[config.mk]
export PLATFORM = sky130hd
export DESIGN_NAME = window_accum
export DESIGN_NICKNAME = d
export VERILOG_FILES = /design/src/rtl/window_accum.sv
export SDC_FILE = /design/constraint.sdc
export NUM_CORES = 1
export LEC_CHECK = 0
export BUFFER_PORTS_ARGS = -buffer_cell sky130_fd_sc_hd__buf_2
export CORE_MARGIN = 2
export CORE_UTILIZATION = 51
export CTS_CLUSTER_SIZE = 40
export DETAILED_ROUTE_END_ITERATION = 8
export PLACE_DENSITY = 0.82
export SLEW_MARGIN = 25
export SYNTH_ARGS = -nofsm -noshare
export SYNTH_HDL_FRONTEND = slang
export SYNTH_SLANG_ARGS = --single-unit
export TNS_END_PERCENT = 100
[constraint.sdc]
create_clock -name clk -period 2.4 [get_ports clk]
set_input_delay 0.24 -clock clk [delete_from_list [all_inputs] [get_ports clk]]
set_output_delay 0.24 -clock clk [all_outputs]
set_load 0.02 [all_outputs]
[src/rtl/window_accum.sv]
// window_accum: accumulates a stream of DW-bit results over windows of N
// samples and presents the sum, the floor average and the unsigned maximum
// of each window behind a valid/ready handshake.
//
// Ports:
//   clk, rst_n          rising-edge clock, asynchronous active-low reset
//   in_valid/in_ready   upstream handshake; in_data is the upstream sample
//   ovr_en/ovr_val      when ovr_en is high, ovr_val replaces in_data
//   clear               synchronous flush of the current window or result
//   out_valid/out_ready result handshake
//   out_sum/avg/max     window result (sum, sum >> log2(N), unsigned max)
//   cnt                 samples accepted so far in the current window
module window_accum #(
    parameter int DW = 16,
    parameter int N  = 4,
    parameter int SW = DW + $clog2(N)
) (
    input  logic              clk,
    input  logic              rst_n,
    input  logic              in_valid,
    output logic              in_ready,
    input  logic [DW-1:0]     in_data,
    input  logic              ovr_en,
    input  logic [DW-1:0]     ovr_val,
    input  logic              clear,
    output logic              out_valid,
    input  logic              out_ready,
    output logic [SW-1:0]     out_sum,
    output logic [DW-1:0]     out_avg,
    output logic [DW-1:0]     out_max,
    output logic [$clog2(N)-1:0] cnt
);

    localparam int LG = $clog2(N);

    typedef enum logic {S_ACCUM, S_OUTPUT} state_t;

    state_t          state_q, state_d;
    logic [SW-1:0]   acc_q, acc_d;
    logic [DW-1:0]   max_q, max_d;
    logic [LG-1:0]   cnt_q, cnt_d;
    logic [SW-1:0]   sum_q, sum_d;
    logic [DW-1:0]   avg_q, avg_d;
    logic [DW-1:0]   omax_q, omax_d;

    logic [DW-1:0]   s;
    logic [SW-1:0]   acc_nxt;
    logic [DW-1:0]   max_nxt;

    always_comb begin
        state_d = state_q;
        acc_d   = acc_q;
        max_d   = max_q;
        cnt_d   = cnt_q;
        sum_d   = sum_q;
        avg_d   = avg_q;
        omax_d  = omax_q;

        s       = ovr_en ? ovr_val : in_data;
        acc_nxt = acc_q + SW'(s);
        // First sample of a window loads max directly.
        max_nxt = (cnt_q == '0 || s > max_q) ? s : max_q;

        case (state_q)
            S_ACCUM: begin
                if (clear) begin
                    // A concurrent beat is consumed but not counted.
                    acc_d = '0;
                    max_d = '0;
                    cnt_d = '0;
                end else if (in_valid) begin
                    if (cnt_q == LG'(N - 1)) begin
                        sum_d   = acc_nxt;
                        avg_d   = acc_nxt[SW-1:LG];
                        omax_d  = max_nxt;
                        acc_d   = '0;
                        max_d   = '0;
                        cnt_d   = '0;
                        state_d = S_OUTPUT;
                    end else begin
                        acc_d = acc_nxt;
                        max_d = max_nxt;
                        cnt_d = cnt_q + LG'(1);
                    end
                end
            end
            S_OUTPUT: begin
                // Result registers keep their value; only the state moves.
                if (clear || out_ready) state_d = S_ACCUM;
            end
            default: state_d = S_ACCUM;
        endcase
    end

    always_ff @(posedge clk or negedge rst_n) begin
        if (!rst_n) begin
            state_q <= S_ACCUM;
            acc_q   <= '0;
            max_q   <= '0;
            cnt_q   <= '0;
            sum_q   <= '0;
            avg_q   <= '0;
            omax_q  <= '0;
        end else begin
            state_q <= state_d;
            acc_q   <= acc_d;
            max_q   <= max_d;
            cnt_q   <= cnt_d;
            sum_q   <= sum_d;
            avg_q   <= avg_d;
            omax_q  <= omax_d;
        end
    end

    assign in_ready  = (state_q == S_ACCUM);
    assign out_valid = (state_q == S_OUTPUT);
    assign out_sum   = sum_q;
    assign out_avg   = avg_q;
    assign out_max   = omax_q;
    assign cnt       = cnt_q;

endmodule

Word-level counts from Yosys, hierarchy flattened:

Cells that the tools add are included.

* register bits: 87
* bits of input ports: 38
* output and inout bits: 54

* $add $sub $neg: 2
* magnitude comparators: 1
* eq/ne operators: 1
* multiplexer cells: 16
* bitwise operators: 2
* reductions and logical operators: 6

Operator list (count)
* two-way mux 16 bit: 5
* two-way mux 18 bit: 3
* adder 18 x 16 -> 18 bit: 1
* > comparator 16 bit: 1
* two-way mux 2 bit: 3
* two-way mux 1 bit: 4
* AND reduction 4 bit: 1
* adder 2 x 1 -> 2 bit, second input constant: 1
* equality test 2 bit, second input constant: 1
* zero test 2 bit: 1
* logical OR 1 bit: 2
* inverter 1 bit: 2
* one-hot mux 1 bit (2 select lines): 1
* AND reduction 2 bit: 1
* nonzero test 2 bit: 1

Depth between registers and ports, before layout:

Gate-level depths: netlist (run 1).

* depth after elaboration: 7
* depth in mapped cells: 12

Least setup slack after synthesis (run 1):

Ideal clock, no wire load.

* path kind: input -> register
* start: input port ovr_en
* end: register max_q[10]
* arrival: 3.077 ns
* slack: -0.751 ns
* stages on the path: 10
* buffers on the path: 3
* cell sequence: clkbuf_1 buf_1 mux2_2 ha_1 nand4_1 or3_4 or4_4 o311ai_4 buf_8 o2bb2ai_2

* longest elaborated chain between the ends: 7

RTL lines
* from (decl): RTL line 23 `input logic ovr_en,`
* two-way mux 16 bit (*): RTL line 59 `s = ovr_en ? ovr_val : in_data;`
* > comparator 16 bit: RTL line 62 `max_nxt = (cnt_q == '0 || s > max_q) ? s : max_q;`
* logical OR 1 bit: RTL line 62
* two-way mux 16 bit (*): RTL line 62
* two-way mux 16 bit (*): RTL line 72 `if (cnt_q == LG'(N - 1)) begin`
* two-way mux 16 bit (*): RTL line 71 `end else if (in_valid) begin`
* two-way mux 16 bit (*): RTL line 66 `if (clear) begin`
* to (signal assigned): RTL line 107 `max_q <= max_d;`
* to (decl): RTL line 40 `logic [DW-1:0] max_q, max_d;`

Every way passes the cells marked *; elsewhere a longest branch is shown, timed or not. The select of a mux whose other input is x is not followed.
A chain may end at the register's enable or synchronous reset.

Worst setup path in the final report (run 1):

* start: register max_q[13]
* end: register max_q[1]

* longest elaborated chain between the ends: 6

RTL lines (RTL line)
* > comparator 16 bit: 62
* logical OR 1 bit: 62
* two-way mux 16 bit: 62
* two-way mux 16 bit: 72
* two-way mux 16 bit: 71
* two-way mux 16 bit: 66

No other way between the ends. The select of a mux whose other input is x is not followed.

==> metrics.cfg, run 1 <==
[logic_synthesis]
synth_warnings=0
yosysSeqAreaShare=0.385
syn-num-nets=567
synthTopCellsByArea=dfrtp_1 38%, ha_1 9.2%, a21oi_1 4.4%
ys_ff_latch=71
synth_cell_types=52
synthCells=494
syn_area_per_cell_um2=9.35
synthArstFlopShare=1.00
synth_top_area_frac=0.385
synth_edf_count=0
synth.cell_area_um2=4620
yosysMostFrequentCell=dfrtp_1
synthTopCellsByCount=71 x dfrtp_1, 53 x nand2_1, 42 x inv_1
yosys.area.top_type=dfrtp_1
synth_ff_type=dfrtp_1

[clock_tree]
cts_tree=done
clock-root-buffer=clkbuf_8
path_clk_slew_ps=80
clk_path_buf_depth=2
htree_levels=3
clkLatencyLatePin_ps=370
cts_buffers=9
cts_sinks=71

[worst_setup_path]
required_ps=2690
critPathKind=flip-flop to flip-flop
crit_buf_inv=3
crit_path_cell_trace=inv_1 > ha_4 > nand4_1 > or3_4 > or4_4 > o311ai_4 > buf_12 > buf_12 > o2bb2ai_2
crit_fanout=7
cp-start-kind=flip-flop
cp-end-kind=flip-flop
crit_top_cell=buf_12
path_delay_family=simple AND/OR/NAND/NOR gates
crit_arrival_ps=2770
max_stage_delay_ps=520
crit_slowest_cell=or4_4

[cells_and_area]
diodes=0
area_growth_pct=40.3
final_area_um2=6480
final_nets=727
drive_gt1_frac=0.431

[sta]
rsz0062_at_grt=true
fin_crit_sh=1.03
fin_worst_skew_ps=11.2
hold_viol_final=0
slew_headroom=0.651
fmax_ghz=0.403
worst_slew_pin_slew_ps=524
drv_slew=0
timing.final.ws_setup_ps=-83.6
final.min_clock_period_ps=2480
setup_viol=20

[pwr]
seq_power_share=0.309
power_w=0.00538
clockPowerShare=0.224
internal-power_w=0.00324
combinationalPowerShare=0.468
leakage_nw=3.25
sw_frac_of_total=0.397
p_switching_w=0.00213
peakVddDrop_mv=0.424
power.density_nw_per_um2=830

[placement]
io_buffers=91
dpl_cell_area_um2=5720
dpl.hpwl_mm=9.60
routabilityCongestion=0.950

[floorplanning]
die_y_um=99.2
row_count=34
core-area_um2=8760
die_w_um=99.2
start_util=0.527
io-pin-count=92
die_area_um2=9830

[route]
routed_wl_mm=15.1
wl_per_cell_um=19.7
route.detailed.drc=0
drt_iter0_markers=348
ant_nets=0
via_count=4631
vias_per_cell=6.04
first_pass_iters=5

[global_routing]
grt_pass1_wl_mm=22.5
gr-total-overflow=0
met3_usage=0.0576
met1_usage=0.349
busiest_layer=met2
antenna_found_initial=0
grt.total_usage=0.288
gr-usage-met2=0.510
grt_pass1_vias=4687
grt_max_degree=30

[run]
maxCapViolations=0

[min_path]
hold_path_class=input port to flip-flop

[status]
outcome=complete, but fails checks
violations=setup timing

## power by group through the flow
stage | Clock (W) | Sequential (W) | Combinational (W)
final | 0.00120 | 0.00166 | 0.00252
after global routing | 0.00125 | 0.00169 | 0.00271
after CTS | 0.00119 | 0.00166 | 0.00230
after detailed placement | 0 | 0.00167 | 0.00220
after global placement | 0 | 0.00166 | 0.00212
after floorplan | 0 | 0.00185 | 0.00126
## sequential cells by signal (all words and copies together), names as in the netlist
register / flops
cnt: 2
out_valid: 1
acc_q: 18
out_sum: 18
max_q: 16
out_max: 16
## final timing paths
kind,start,cells past startpoint,endpoint,slack (ps)
max in group asynchronous,rst_n,3,max_q[6],1270
worst max register to register,max_q[13],9,max_q[1],-80
worst min-delay path,out_ready,2,out_valid,40
min in group asynchronous,rst_n,2,acc_q[9],380
worst min register to register,out_sum[10],2,out_sum[10],490
worst max-delay path,max_q[13],9,max_q[1],-80
## cell usage in the layout, fill, tap and decap left out, drive strengths merged, types with 2 or more instances in the layout
cell type and n:
clkbuf 9, o2bb2ai 16, mux2 14, or4 3, inv 42, o41a 2
o211ai 2, a211o 2, dfrtp 71, nand4 14, bufinv 3, a211oi 3
o21ai 40, nor2 9, nand3 10, xnor2 4, o31ai 7, nand2 53
a21oi 41, xor2 9, and3 19, clkinv 4, or3 2, buf 187
o221ai 16, nand2b 6, o31a 2, o21a 3, mux2i 3, nor3 3
a21o 8, and2 3, ha 34
## per-layer routing
metal | vias up | share of wire
met2 | 261 | 0.51
li1 | 2097 | -
met5 | - | 0
met1 | 2217 | 0.38
met4 | 0 | 0.041
met3 | 56 | 0.071
## through the flow
stage | cells | utilization | worst slack (ps) | TNS [ps] | hold WS, ps
floorplan | 494 | - | -247 | -4940 | -55.6
global placement | 726 | 0.652 | -378 | -14380 | 240
detailed placement | 726 | 0.652 | -510 | -20350 | 252
CTS | 751 | 0.703 | -25.2 | -247 | 40.1
global route | 767 | 0.739 | -85.3 | -1650 | 57.3
finish | 767 | 0.739 | -83.6 | -883 | 39.8
## layout make-up
| cell class | instances | area, um2 |
|---|---|---|
| clock buffers | 9 | 124 |
| clock inverters | 7 | 121 |
| fillers | 567 | 2280 |
| inverters | 42 | 158 |
| multi-input cells | 342 | 2870 |
| flip-flops and latches | 71 | 1780 |
| well taps | 108 | 135 |
| repair buffers | 188 | 1300 |
## cells by family (layout without fill, tap and decap cells)
kind of cell	after synthesis	in the layout	synth area share
AOI/OAI and AO/OA	152	152	0.236
xor gates and xnor gates	13	13	0.0247
adders and majority gates	35	35	0.0965
buffers and inverters	81	246	0.0826
DFF	71	71	0.385
muxes	17	17	0.0406
and+or+nand+nor	125	125	0.135
## repair_timing
| item | in CTS | in global routing |
|---|---|---|
| cloned | 1 | 0 |
| buffers inserted | 8 | 16 |
| setup endpoints to repair | 38 | 40 |
| hold buffers | 1 | 0 |
| pin swaps | 12 | 11 |
| resized for setup | 22 | 37 |
| hold endpoints to repair | 22 | 0 |
No activity file was read; power rests on OpenSTA's default activity.
==> inputs of run 2 (changes only) <==
--- a/config.mk
+++ b/config.mk
@@ -10,7 +10,7 @@
 export CORE_UTILIZATION = 51
 export CTS_CLUSTER_SIZE = 40
 export DETAILED_ROUTE_END_ITERATION = 8
-export PLACE_DENSITY = 0.82
+export PLACE_DENSITY = 0.78
 export SLEW_MARGIN = 25
 export SYNTH_ARGS = -nofsm -noshare
 export SYNTH_HDL_FRONTEND = slang
==> metrics.cfg, run 2 (synthesis gave the netlist of run 1 again) <==
[global_routing]
grt_pass1_vias=4531  ; -3.3%
gr-total-overflow=0  ; unchanged
grt_max_degree=72  ; +140%
grt_pass1_wl_mm=22.3  ; -0.80%
antenna_found_initial=0  ; unchanged
grt.total_usage=0.288  ; -0.000324

[clock_tree]
ctsHoldBuffers=0  ; -1
cts_tree=done
cts_buffers=9  ; unchanged
clock-root-buffer=clkbuf_8
path_clk_slew_ps=80  ; about the same
cts_sinks=71  ; unchanged
htree_levels=3  ; unchanged
clk_path_buf_depth=2  ; unchanged
clkLatencyLatePin_ps=360  ; about the same

[pwr]
power_w=0.00525  ; -2.4%
peakVddDrop_mv=0.501  ; +18%
power.density_nw_per_um2=824  ; -0.77%
leakage_nw=3.23  ; -0.32%

[cells_and_area]
layout_commonest_cell=buf_4
multi_input_area_um2=2750  ; -3.9%
final_area_um2=6370  ; -1.6%
regArea_um2=1780  ; unchanged
final_cell_mix=91 x buf_4, 90 x buf_2, 71 x dfrtp_1, 53 x nand2_1, 39 x a21oi_1
n_fill_cell=608  ; +7.2%
area_growth_pct=38.0
fin_cells=769  ; +0.26%
drive_gt1_frac=0.404  ; -0.0270
final_util=0.727  ; -0.0120
diodes=0  ; unchanged
final_nets=729  ; +0.28%

[run]
maxCapViolations=0  ; unchanged

[sta]
timing.final.ws_setup_ps=-127  ; -43.4 ps
fmax_ghz=0.396  ; -1.7%
fin_crit_sh=1.05  ; +0.0181
rsz0062_at_grt=true
fin_worst_skew_ps=13.5  ; +2.25 ps
setup_viol=30  ; +50%
worst_slew_pin_slew_ps=913  ; +389 ps
slew_headroom=0.392  ; -0.259
drv_slew=0  ; unchanged
final.min_clock_period_ps=2530  ; +43.4 ps
hold_viol_final=0  ; unchanged

[placement]
dpl_cell_area_um2=5760  ; +0.83%
dpl.hpwl_mm=9.93  ; +3.5%
io_buffers=91  ; unchanged
dp_cells=734  ; +1.1%
routabilityCongestion=0.905  ; -4.8%

[route]
ant_nets=0  ; unchanged
route.detailed.drc=0  ; unchanged
first_pass_iters=5  ; unchanged
drt_iter0_markers=292  ; -16%
via_count=4564  ; -1.4%
vias_per_cell=5.93  ; -1.7%
wl_per_cell_um=18.7  ; -5.1%
routed_wl_mm=14.4  ; -4.8%

[worst_setup_path]
cp-end-kind=flip-flop
crit_arrival_ps=2810  ; +40 ps
critPathKind=input port to flip-flop
cp-start-kind=input port
crit_fanout=7  ; unchanged
required_ps=2690  ; about the same

[floorplanning]
core-area_um2=8760  ; unchanged
die_y_um=99.2  ; unchanged
row_count=34  ; unchanged
die_w_um=99.2  ; unchanged
start_util=0.527  ; unchanged
die_area_um2=9830  ; unchanged
io-pin-count=92  ; unchanged

[min_path]
hold_path_class=input port to flip-flop

[status]
violations=setup timing
outcome=complete, but fails checks

## run 2: cell type report
type / instances / area share
Clock buffer: 11 / 0.0237
Clock inverter: 5 / 0.0126
Inverter: 42 / 0.0247
Multi-Input combinational cell: 342 / 0.432
Sequential cell: 71 / 0.279
Tap cell: 108 / 0.0212
Timing Repair Buffer: 190 / 0.207
## run 2: power breakdown
| part | total, W | switching [W] | internal (W) |
|---|---|---|---|
| combinational | 0.00245 | 0.00138 | 0.00107 |
| clock | 0.00114 | 0.000503 | 0.000641 |
| sequential | 0.00166 | 0.000188 | 0.00147 |
| total | 0.00525 | 0.00207 | 0.00318 |
## run 2: worst paths after layout
| path | startpoint | depth (start not counted) | end | slack (ps) |
|---|---|---|---|---|
| setup / recovery | ovr_en | 11 | max_q[15] | -130 |
| hold / removal | out_ready | 2 | out_valid | 60 |
| setup reg to reg | max_q[12] | 9 | max_q[15] | -90 |
| hold reg to reg | out_sum[1] | 2 | out_sum[1] | 480 |
| max in group asynchronous | rst_n | 2 | out_sum[17] | 1720 |
| min in group asynchronous | rst_n | 2 | out_sum[9] | 90 |
## run 2: critical path, cell delays in order
cell and delay [ps]:
buf_12 110, buf_16 140, mux2_4 300, ha_1 290, nand4_1 210, or3_4 450
or4_4 550, o311ai_4 110, buf_12 170, buf_12 130, o2bb2ai_1 110
## run 2: layer usage
metal	wire, um	vias to the layer above	track usage
li1	-	2102	-
met4	515	0	0.130
met1	5910	2203	0.364
met5	0	-	0
met3	891	52	0.0618
met2	7090	207	0.475
## run 2: what timing repair did
action                                  in CTS  in global routing
setup buffers                                5                 12
resized for setup                           11                 26
pin swaps                                    8                 12
endpoints found under the setup margin      26                 38
gates cloned                                 2                  0
## run 2: through the flow
stage                     TNS [ps]  setup WS [ps]  hold slack [ps]
after CTS                        0           12.3             46.1
after global placement      -13620           -370              413
after global routing         -3170           -146             47.7
final                        -2070           -127             55.9
after floorplan              -4940           -247            -55.6
after detailed placement    -16600           -467              419
